`src/rtl/cpu_types_pkg.sv`:
```
// Shared CPU types for the 5-stage MIPS datapath.
// Register field and hazard sequencer state encodings.
package cpu_types_pkg;

    typedef logic [4:0] regbits_t;

    typedef enum logic [1:0] {
        RUN,
        DRAIN,
        HALTED
    } hzd_state_t;

endpackage

```
`src/rtl/hazard_controller_sat_counter.sv`:
```
// Saturating up-counter with enable; sticks at all-ones.
module sat_counter #(
    parameter int W = 32
) (
    input  logic         clk,
    input  logic         rst,
    input  logic         en,
    output logic [W-1:0] count
);

    always_ff @(posedge clk or posedge rst) begin
        if (rst) begin
            count <= '0;
        end else if (en && (count != '1)) begin
            count <= count + W'(1);
        end
    end

endmodule

```
`src/rtl/hazard_controller.sv`:
```
// Pipeline sequencer: latch enables/flushes, load-use bubbles,
// memory-wait freezes, branch flushes and HALT drain.
module hazard_controller
    import cpu_types_pkg::*;
#(
    parameter int DRAIN_CYCLES = 2,
    parameter int CNT_W        = 32
) (
    input  logic             CLK,
    input  logic             RST,
    input  logic             ihit,
    input  logic             dhit,
    input  logic             exmem_dREN,
    input  logic             exmem_dWEN,
    input  logic             exmem_pcsrc,
    input  logic             exmem_halt,
    input  logic             idex_MemRead,
    input  regbits_t         idex_rt,
    input  regbits_t         ifid_rs,
    input  regbits_t         ifid_rt,
    output logic             pc_en,
    output logic             ifid_en,
    output logic             idex_en,
    output logic             exmem_en,
    output logic             memwb_en,
    output logic             ifid_flush,
    output logic             idex_flush,
    output logic             exmem_flush,
    output logic             halt,
    output logic [CNT_W-1:0] stall_count
);

    localparam int DW = (DRAIN_CYCLES > 1) ? $clog2(DRAIN_CYCLES) : 1;

    hzd_state_t    state;
    hzd_state_t    state_nxt;
    logic [DW-1:0] drain_cnt;
    logic [DW-1:0] drain_nxt;
    logic          dmem_wait;
    logic          load_use;

    assign dmem_wait = (exmem_dREN | exmem_dWEN) & ~dhit;

    assign load_use = idex_MemRead
                    & (idex_rt != '0)
                    & ((idex_rt == ifid_rs) | (idex_rt == ifid_rt));

    always_ff @(posedge CLK or posedge RST) begin
        if (RST) begin
            state     <= RUN;
            drain_cnt <= '0;
        end else begin
            state     <= state_nxt;
            drain_cnt <= drain_nxt;
        end
    end

    always_comb begin
        state_nxt   = state;
        drain_nxt   = drain_cnt;
        pc_en       = 1'b0;
        ifid_en     = 1'b0;
        idex_en     = 1'b0;
        exmem_en    = 1'b0;
        memwb_en    = 1'b0;
        ifid_flush  = 1'b0;
        idex_flush  = 1'b0;
        exmem_flush = 1'b0;
        if (!RST) begin
            case (state)
                RUN: begin
                    if (dmem_wait) begin
                        pc_en = 1'b0;
                    end else if (exmem_halt) begin
                        exmem_en    = 1'b1;
                        memwb_en    = 1'b1;
                        exmem_flush = 1'b1;
                        state_nxt   = DRAIN;
                        drain_nxt   = DW'(DRAIN_CYCLES - 1);
                    end else if (exmem_pcsrc) begin
                        pc_en      = 1'b1;
                        ifid_en    = 1'b1;
                        idex_en    = 1'b1;
                        exmem_en   = 1'b1;
                        memwb_en   = 1'b1;
                        ifid_flush = 1'b1;
                        idex_flush = 1'b1;
                    end else if (load_use) begin
                        idex_en    = 1'b1;
                        exmem_en   = 1'b1;
                        memwb_en   = 1'b1;
                        idex_flush = 1'b1;
                    end else if (!ihit) begin
                        ifid_en    = 1'b1;
                        idex_en    = 1'b1;
                        exmem_en   = 1'b1;
                        memwb_en   = 1'b1;
                        ifid_flush = 1'b1;
                    end else begin
                        pc_en    = 1'b1;
                        ifid_en  = 1'b1;
                        idex_en  = 1'b1;
                        exmem_en = 1'b1;
                        memwb_en = 1'b1;
                    end
                end
                DRAIN: begin
                    memwb_en = 1'b1;
                    if (drain_cnt == '0) begin
                        state_nxt = HALTED;
                    end else begin
                        drain_nxt = drain_cnt - DW'(1);
                    end
                end
                default: begin
                    state_nxt = HALTED;
                end
            endcase
        end
    end

    assign halt = (state == HALTED);

    sat_counter #(
        .W(CNT_W)
    ) u_stall_cnt (
        .clk  (CLK),
        .rst  (RST),
        .en   (~pc_en & (state != HALTED)),
        .count(stall_count)
    );

endmodule

```
`config.mk`:
```
export PLATFORM = sky130hd
export DESIGN_NAME = hazard_controller
export DESIGN_NICKNAME = d
export VERILOG_FILES = /design/src/rtl/cpu_types_pkg.sv /design/src/rtl/hazard_controller_sat_counter.sv /design/src/rtl/hazard_controller.sv
export SDC_FILE = /design/constraint.sdc
export NUM_CORES = 1
export LEC_CHECK = 0
export ABC_AREA = 0
export BUFFER_PORTS_ARGS = -buffer_cell sky130_fd_sc_hd__buf_2
export CAP_MARGIN = 10
export CELL_PAD_IN_SITES_DETAIL_PLACEMENT = 1
export CELL_PAD_IN_SITES_GLOBAL_PLACEMENT = 1
export CORE_MARGIN = 2
export CORE_UTILIZATION = 40
export DETAILED_ROUTE_END_ITERATION = 10
export GPL_ROUTABILITY_DRIVEN = 0
export PLACE_DENSITY = 0.87
export SETUP_SLACK_MARGIN = 0.05
export SLEW_MARGIN = 20
export SYNTH_ARGS = -nofsm -noshare
export SYNTH_HDL_FRONTEND = slang
export SYNTH_SLANG_ARGS = --single-unit
```
`constraint.sdc`:
```
create_clock -name CLK -period 3.05 [get_ports CLK]
set_input_delay 0 -clock CLK [delete_from_list [all_inputs] [get_ports CLK]]
set_output_delay 0 -clock CLK [all_outputs]
set_load 0.05 [all_outputs]
```
## Word level (Yosys, flattened, before mapping)

Cells that the tools add are included.

- Add/sub/neg operators: 2
- Multipliers: 0
- Div/mod/pow operators: 0
- $lt $le $gt $ge: 0
- Equal/unequal tests: 9
- Shift-type cells: 0
- Multiplexer cells: 47
- Bitwise operators: 9
- Reductions and logical operators: 6

Operators with widths:

| operator | count |
|---|---|
| $mux 1 | 41 |
| $add 32x1->32 const B | 1 |
| $ne 32x32->1 const B | 1 |
| $eq 5x5->1 | 2 |
| $ne 2x2->1 const B | 4 |
| $reduce_and 4->1 | 2 |
| $mux 2 | 3 |
| $reduce_bool 5->1 | 1 |
| $and 1x1->1 | 4 |
| $pmux 1 s2 | 2 |
| $pmux 2 s2 | 1 |
| $not 1->1 | 3 |
| $eq 2x1->1 const B | 1 |
| $eq 2x2->1 const B | 1 |
| $logic_not 2->1 | 1 |
| $or 1x1->1 | 2 |
| $reduce_bool 2->1 | 1 |
| $logic_and 1x1->1 | 1 |
| $sub 1x1->1 const B | 1 |

- Register bits after elaboration: 35
- Latch bits: 0
- RAM bits: 0
- ROM bits: 0
- Bits of input ports: 24
- Output and inout port bits: 41
- Word-level logic and storage cells: 76
- Memories: 0

## Logic depth before layout (Yosys ltp)

Gate-level depths: netlist of the first run.

- Word-level depth: 12
- Depth in mapped cells: 11
- Mapped depth without buffers: 9

## Hierarchy

From an unflattened synthesis of the first run, not the netlist that was laid out.

- Cell total of the unflattened synthesis: 202
- Area, all modules: 2,021.9 µm²

By module, submodules not included:

| module | times used | cells an instance | area an instance (µm²) | sequential area each (µm²) |
|---|---|---|---|---|
| sat_counter | 1 | 151 | 1,647.8 | 800.8 |
| hazard_controller | 1 | 51 | 374.1 | 75.1 |

## Worst setup path after synthesis of the first run

No wires, ideal clock.

- Kind: register to register
- Start point: reg state[1]
- End point: reg u_stall_cnt.count[28]
- Setup time: 144 ps
- Arrival time: 2,928 ps
- Required time: 2,906 ps
- Path slack: -22 ps
- Cell stages (with the launch flop): 10
- Buffers on the path: 0
- Clock period less this slack: 3,072 ps
- Cell sequence: dfrtp_1 > nor2_1 > and3b_1 > nand2b_1 > inv_1 > o21ai_0 > a21oi_2 > nor3_1 > and3_1 > xor2_1

- Word-level cells in the longest chain between the ends: 6
- Elaborated cells on any way between the ends: 7
- Classes of those cells: eq/ne: 1; mux: 2; bitwise: 2; reduce/logical: 2

Ends and longest elaborated chain:

| what | line | RTL |
|---|---|---|
| start, declared | hazard_controller.sv:35 | `hzd_state_t state;` |
| start signal, assigned | hazard_controller.sv:53 | `state <= state_nxt;` |
| $logic_not 2->1 | hazard_controller.sv:70 | `case (state)` |
| $mux 1 | hazard_controller.sv:70 |  |
| $mux 1 | hazard_controller.sv:69 | `if (!RST) begin` |
| net pc_en | hazard_controller.sv:21 | `output logic pc_en,` |
| $not 1->1 | hazard_controller.sv:129 | `.en (~pc_en & (state != HALTED)),` |
| $and 1x1->1 | hazard_controller.sv:129 |  |
| $logic_and 1x1->1 | hazard_controller_sat_counter.sv:14 | `end else if (en && (count != '1)) begin` |
| end signal, assigned | hazard_controller_sat_counter.sv:15 | `count <= count + W'(1);` |
| end, declared | hazard_controller_sat_counter.sv:8 | `output logic [W-1:0] count` |

The timed path passes the listed nets, and every way through them passes these cells.
A chain may end at the register's enable or synchronous reset.

## Worst setup path after layout of the first run

- Start point: reg u_stall_cnt.count[15]
- End point: reg u_stall_cnt.count[20]

- Word-level cells in the longest chain between the ends: 2
- Elaborated cells on any way between the ends: 3
- Classes of those cells: add/sub: 1; eq/ne: 1; reduce/logical: 1

Ends and longest elaborated chain:

| what |
|---|
| branches (longest 2 deep; another with $add 32x1->32) |

Parallel ways; which one is timed is not known.

==> results of run 1 <==
-- report_power, final --
| part | total [mW] | internal (mW) | switching [mW] |
|---|---|---|---|
| logic | 0.593 | 0.154 | 0.440 |
| registers | 0.604 | 0.524 | 0.0794 |
| clock network | 0.499 | 0.327 | 0.172 |
| total | 1.70 | 1.00 | 0.691 |
-- layout make-up --
cell class	count	area (µm²)	area share, %
Tap cell	54	67.6	2.79
Multi-Input combinational cell	135	971	40.1
Inverter	7	26.3	1.09
Clock buffer	6	72.6	3.00
Sequential cell	35	876	36.2
Timing Repair Buffer	67	345	14.3
Clock inverter	2	60.1	2.48
-- routing by layer --
metal,track usage (%),vias up,part of all wire (%)
met5,0,-,0
met1,24.7,813,44
met3,5.52,5,3.5
li1,-,775,-
met4,4.53,0,0.92
met2,32.6,31,52
-- cell families (layout without fill, tap and decap cells) --
| group | count (synthesis) | in the layout | share of synthesized area, % |
|---|---|---|---|
| buffers and inverters | 12 | 82 | 3.67 |
| AO/OA/AOI/OAI | 15 | 15 | 5.51 |
| adder cells (fa/ha/maj) | 1 | 1 | 0.655 |
| flip-flops | 35 | 35 | 45.9 |
| XOR/XNOR | 41 | 41 | 18.8 |
| AND/OR/NAND/NOR | 77 | 77 | 24.9 |
| multiplexers | 1 | 1 | 0.590 |
-- worst max-delay path, stage by stage, from the launching register on --
cell	delay, ns
dfrtp_1	0.43
and4_1	0.27
nand4_1	0.15
nor3_2	0.07
a41o_2	0.30
nor2_2	0.77
nand4_1	0.24
xnor2_1	0.19
-- layout by cell type, fill, tap and decap left out, drive strengths merged, types with 2 or more instances in the layout --
cell    instances
and2            4
nor3            4
a21oi           3
nand4          16
nor2           10
nand2          10
xor2            3
xnor2          38
inv             7
o21a            2
nand3          15
and3            8
buf            66
or4             2
o21ai           3
dfrtp          35
bufinv          2
nand2b          2
nor2b           2
clkbuf          6
-- through the flow --
step	power [mW]	util [%]	hold WS (ns)
floorplan	1.10	-	0.121
global placement	1.19	48.8	0.0987
detailed placement	1.20	48.8	0.105
CTS	1.71	51.9	0.0296
global route	1.78	51.9	0.0666
finish	1.70	51.9	0.0268
-- state kept, by name (all words and copies together), names as in the netlist --
| signal | cells |
|---|---|
| u_stall_cnt.count | 32 |
| state | 2 |
| drain_cnt | 1 |
-- how the worst max path moves through the flow --
stage	start	to	slack, ns
final	u_stall_cnt.count[15]	u_stall_cnt.count[20]	0.52
after CTS	u_stall_cnt.count[15]	u_stall_cnt.count[25]	0.52
after global routing	state[1]	u_stall_cnt.count[25]	0.28
after global placement	u_stall_cnt.count[15]	u_stall_cnt.count[21]	0.68
after floorplan	state[1]	u_stall_cnt.count[1]	0.12
after detailed placement	u_stall_cnt.count[15]	u_stall_cnt.count[17]	0.60
==> summary.txt, run 1 <==
Floorplanning
  – DIE HEIGHT: about 73 µm
  – Die X: about 73 µm
  – Die footprint: roughly 5300 µm²
  – Core area: between 4000 and 5000 µm²
  – I/O pin cnt: 65
  – Core Rows: 25
  – Initial Util: 41.0%

Worst hold path
  – Endpoint, Worst Hold: drain_cnt
  – Hold Path Class: input pin to flop
  – Hold Crit Depth: 3
  – Worst Hold Launch: exmem_halt

Run status
  – Status: complete, no violations

Critical path
  – RR Endpoint: u_stall_cnt.count[20]
  – R2R Setup Slk: approximately 0.52 ns
  – Arrival @ worst endpoint: about 2.7 ns
  – CP Class: flop to flop
  – Crit path max fanout: 20
  – Worst setup SP type: flop
  – CP endpoint kind: flop
  – FF-to-FF path depth: 7
  – R2R Path Start: u_stall_cnt.count[15]
  – WP data required: 3.23 ns

Synthesis
  – FFs w/ async S/R, synth: 100%
  – Most used DFF post-synth: dfrtp_1
  – Post-synth top cells: 38 x xnor2_1, 35 x dfrtp_1, 14 x nand4_1
  – Syn Nets: between 200 and 250
  – YS warnings: 0
  – Post-Syn Instances: between 150 and 200
  – Seq/Total Area, Yosys: between 40% and 50%
  – Post-synth top area cell: dfrtp_1
  – Synth Register Bits: 35
  – Top-count cell post-synth: xnor2_1
  – Synth top area share: a little under half
  – Yosys cell types: between 40 and 50
  – Avg Cell Area, Syn: about 10 µm²
  – Top cells by area, synth: dfrtp_1 46%, xnor2_1 17%, nand4_1 4.6%
  – Number of flops mapped to enable cells by yosys: 0
  – Mapped Area: ~1900 µm²

CTS
  – CTS root buf: clkbuf_8
  – Num CTS Buffers: 5
  – Clk pin slew, worst setup/hold paths: roughly 0.07 ns
  – CTS H-Tree Depth: 2
  – Worst skew pair latency: 0.29 ns
  – Setup Fix Bufs, Post-CTS: 0
  – CTS tree: yes
  – Hold_buf cts: 1
  – CTS resizes: 0
  – Clk sinks: 35
  – CTS max path bufs: 2

Route
  – Remaining antenna violation count: 0
  – Drt via density: 5.31
  – Final WL: approximately 4800 µm
  – First-pass detailed-route iteration total: 4
  – Iteration-0 DRC Markers: between 60 and 70
  – Routed length per placed instance: between 15 and 20 µm
  – Via count: between 1500 and 2000
  – Drc violations: 0

STA
  – Layout Skew: 0.00617 ns
  – Fmax: approximately 400 MHz
  – RSZ-0062 raised after global routing: false
  – Final period utilization: between 80% and 90%
  – Hold Fails Final Rpt: 0
  – Setup violators final: 0
  – Minimum clock period: approximately 2.5 ns
  – Count of pins over their slew limit: 0
  – Sum of negative setup slack: 0 ns
  – Worst-margin pin slew: ~1 ns
  – Slew headroom: between 30% and 40%
  – Final setup margin: 0.517 ns

Global route
  – Largest net degree at the start of global routing: 23
  – Total GRT Usage: between 10% and 20%
  – GR Overflow Total: 0
  – Vias in the first global route: about 1700
  – First-pass GRT wire length: 7990 µm
  – Initial antenna violation count: 0

Layout
  – Synth-to-Final Area Change: 26.7%
  – Share of cells above drive strength 1: ~35%
  – Filler instances: 535
  – Final Non-Filler Cells: between 300 and 400
  – Antenna cells: 0
  – Post-route design area: about 2400 µm²
  – Final #Nets: ~280

Placed design
  – DP HPWL: about 3500 µm
  – Post-DP Area: 2280 µm²
  – Port-buffer cells: 64
  – Dpl ws: around 0.6 ns
  – Number of cells after detailed placement: just under 300

Power and ir drop
  – Power Density: around 700 nW/µm²
  – Worst ir drop on vdd: approximately 0.62 mV
  – LEAKAGE: between 1 and 1.5 nW

Job
  – Max Cap Viol: 0
Note: power is estimated with default switching activity, not from simulation.
==> run 2: changes to the inputs <==
ABC_AREA = 1   (was 0)
CORE_UTILIZATION = 33   (was 40)
PLACE_DENSITY = 0.79   (was 0.87)
clock period = 2.3 ns   (was 3.05 ns; I/O delays follow)
==> summary.txt, run 2 <==
Power and ir drop
  – LEAKAGE: 1.69 nW (+47%)
  – Pwr Total: 1.27 mW (-25%)
  – Worst ir drop on vdd: 0.150 mV (-76%)
  – Power Density: 412 nW/µm² (-41%)

Global route
  – First-pass GRT wire length: 13100 µm (+64%)
  – Total GRT Usage: 19.4% (-0.029 points)
  – Vias in the first global route: 2782 (+67%)
  – Largest net degree at the start of global routing: 37 (+61%)
  – Initial antenna violation count: 0 (unchanged)
  – GR Overflow Total: 0 (unchanged)

Floorplanning
  – Die X: 91.4 µm (+25%)
  – Initial Util: 34.4% (-6.6 points)
  – DIE HEIGHT: 91.4 µm (+25%)
  – I/O pin cnt: 65 (unchanged)
  – Core Rows: 31 (+24%)
  – Die footprint: 8350 µm² (+56%)
  – Core area: 7330 µm² (+57%)

Layout
  – Most common cell after layout, fill and taps aside: nand2_1
  – Antenna cells: 0 (unchanged)
  – Largest register by flop count: u_stall_cnt.count
  – Final #Nets: 477 (+73%)
  – Share of cells above drive strength 1: 18.8% (-16 points)
  – Layout Utilization: 42.0% (-9.9 points)
  – Max reg flops: 32 (unchanged)
  – Post-route design area: 3080 µm² (+27%)
  – Biggest regs: u_stall_cnt.count x32, state x2, drain_cnt x1
  – Synth-to-Final Area Change: 22.1%
  – Most frequent cells in the layout: 147 x nand2_1, 64 x buf_2, 48 x nor2_1

Worst hold path
  – Hold Path Class: input pin to flop
  – Hold Crit Depth: 3 (unchanged)
  – Worst Hold Launch: exmem_halt
  – Endpoint, Worst Hold: drain_cnt

Critical path
  – Buf+Inv Stages, Crit Path: 2 (+2)
  – FF-to-FF path depth: 9 (+2)
  – R2R Setup Slk: 0.27 ns (-0.24 ns)
  – RR Endpoint: u_stall_cnt.count[19]
  – Arrival @ worst endpoint: 2.20 ns (-0.51 ns)
  – Critical path's top delay family: simple AND/OR/NAND/NOR gates
  – Critical path depth: 9 (+2)
  – CP Class: flop to flop
  – Worst setup SP type: flop
  – Crit path max fanout: 19 (-5.0%)
  – WP data required: 2.48 ns (-0.75 ns)
  – Crit path cell chain: ha_1, nand3_2, nor3_4, nand4_1, nand2_1, inv_2, buf_4, nand3_1, nand2_1
  – R2R Path Start: u_stall_cnt.count[0]
  – CP endpoint kind: flop
  – Crit-path slowest cell: dfrtp_1
  – Worst path max stage delay: 0.46 ns (-0.31 ns)
  – Most used cell, CP: nand2_1

Synthesis
  – Top-count cell post-synth: nand2_1
  – Post-synth top area cell: dfrtp_1
  – Synth top area share: 34.8% (-11 points)
  – Number of flops mapped to enable cells by yosys: 0 (unchanged)
  – YS warnings: 0 (unchanged)
  – Yosys cell types: 22 (-46%)
  – FFs w/ async S/R, synth: 100% (unchanged)
  – Syn Nets: 411 (+99%)
  – Synth Register Bits: 35 (unchanged)
  – Post-Syn Instances: 386 (+110%)
  – Post-synth top cells: 147 x nand2_1, 49 x nor2_1, 41 x inv_1
  – Seq/Total Area, Yosys: 34.8% (-11 points)
  – Mapped Area: 2520 µm² (+32%)
  – Top cells by area, synth: dfrtp_1 35%, nand2_1 22%, nand3_1 7.7%
  – Avg Cell Area, Syn: 6.53 µm² (-38%)
  – Most used DFF post-synth: dfrtp_1

CTS
  – CTS H-Tree Depth: 2 (unchanged)
  – CTS max path bufs: 2 (unchanged)
  – Clk pin slew, worst setup/hold paths: 0.07 ns (about the same)
  – Num CTS Buffers: 5 (unchanged)
  – CTS tree: yes
  – CTS root buf: clkbuf_8
  – Setup Fix Bufs, Post-CTS: 0 (unchanged)
  – Clk sinks: 35 (unchanged)
  – Worst skew pair latency: 0.29 ns (about the same)

STA
  – Minimum clock period: 2.03 ns (-0.508 ns)
  – Worst-margin pin slew: 0.484 ns (-0.530 ns)
  – Fmax: 494 MHz (+25%)
  – Hold Fails Final Rpt: 0 (unchanged)
  – Count of pins over their slew limit: 0 (unchanged)
  – Sum of negative setup slack: 0 ns (unchanged)
  – Slew headroom: 67.5% (+35 points)
  – Final period utilization: 88.1% (+5.0 points)
  – RSZ-0062 raised after global routing: false
  – Final setup margin: 0.275 ns (-0.242 ns)
  – Setup violators final: 0 (unchanged)
  – Layout Skew: 0.00640 ns (+0.000227 ns)

Route
  – Remaining antenna violation count: 0 (unchanged)
  – Drt via density: 4.92 (-7.2%)
  – First-pass detailed-route iteration total: 4 (unchanged)
  – Drc violations: 0 (unchanged)
  – Via count: 2718 (+67%)
  – Routed length per placed instance: 13.7 µm (-13%)
  – Final WL: 7550 µm (+57%)
  – Iteration-0 DRC Markers: 99 (+57%)

Run status
  – Status: complete, no violations

Job
  – Max Cap Viol: 0 (unchanged)

Placed design
  – Port-buffer cells: 64 (unchanged)
  – DP HPWL: 6100 µm (+73%)
  – Post-DP Area: 2950 µm² (+29%)
  – Dpl ws: 0.187 ns (-0.409 ns)
==> run 2: cell types whose count changed after synthesis, moves of 8 or more <==
cell	previous run	this run
and3_1	8	0
inv_1	7	41
nand2_1	10	147
nand3_1	9	39
nor2_1	9	49
nor3_1	2	11
xnor2_1	38	13
xor2_1	3	18
==> run 2: logic make-up after synthesis <==
family,count (synthesis),share of synthesized area [%]
xor+xnor,31,10.8
compound gates,9,2.04
simple gates,258,43.0
fa+ha+maj,1,0.496
buf+inv,52,8.94
flops,35,34.8
==> run 2: worst max path at each step <==
stage	start	endpoint	slack [ns]
CTS	u_stall_cnt.count[0]	u_stall_cnt.count[24]	0.16
global placement	u_stall_cnt.count[0]	u_stall_cnt.count[26]	0.38
global route	u_stall_cnt.count[0]	u_stall_cnt.count[24]	0.06
finish	u_stall_cnt.count[0]	u_stall_cnt.count[19]	0.27
detailed placement	u_stall_cnt.count[0]	u_stall_cnt.count[14]	0.19
floorplan	u_stall_cnt.count[0]	u_stall_cnt.count[6]	0.23
==> run 2: cell type report <==
| type | count | area (µm²) |
|---|---|---|
| timing repair buffer | 68 | 365 |
| tap | 99 | 124 |
| fill | 984 | 4250 |
| multi-input combinational | 299 | 1450 |
| clock buffer | 8 | 100 |
| inverter | 43 | 165 |
| sequential | 35 | 876 |
==> run 2: per-layer routing <==
| layer | vias to the layer above | global-route usage, % | share of wire [%] |
|---|---|---|---|
| li1 | 1337 | - | - |
| met1 | 1294 | 24.0 | 44 |
| met2 | 73 | 33.9 | 49 |
| met3 | 14 | 3.98 | 5.3 |
| met4 | 0 | 5.56 | 1.9 |
| met5 | - | 0 | 0 |
==> run 2: worst reg2reg max path, stage by stage, from the launching register on <==
cell and delay, ns:
dfrtp_1 0.46, ha_1 0.29, nand3_2 0.17, nor3_4 0.24, nand4_1 0.12, nand2_1 0.08
inv_2 0.13, buf_4 0.25, nand3_1 0.11, nand2_1 0.07
==> run 2: metrics by stage <==
step | hold WS [ns] | instances
after detailed placement | 0.188 | 543
after global routing | 0.0815 | 552
after floorplan | -0.0457 | 386
after global placement | 0.172 | 543
final | 0.0380 | 552
after CTS | 0.0400 | 552
==> run 2: where the power goes <==
part           switching, mW  total, mW  internal, mW
clock network          0.225      0.498         0.273
registers             0.0128      0.635         0.622
logic                 0.0913      0.135        0.0433
==> run 2: timing repair <==
| item | CTS | global route |
|---|---|---|
| hold buffers | 1 | 0 |
| endpoints found under the setup margin | 0 | 33 |
| hold endpoints to repair | 36 | 0 |
| resized for setup | 0 | 3 |
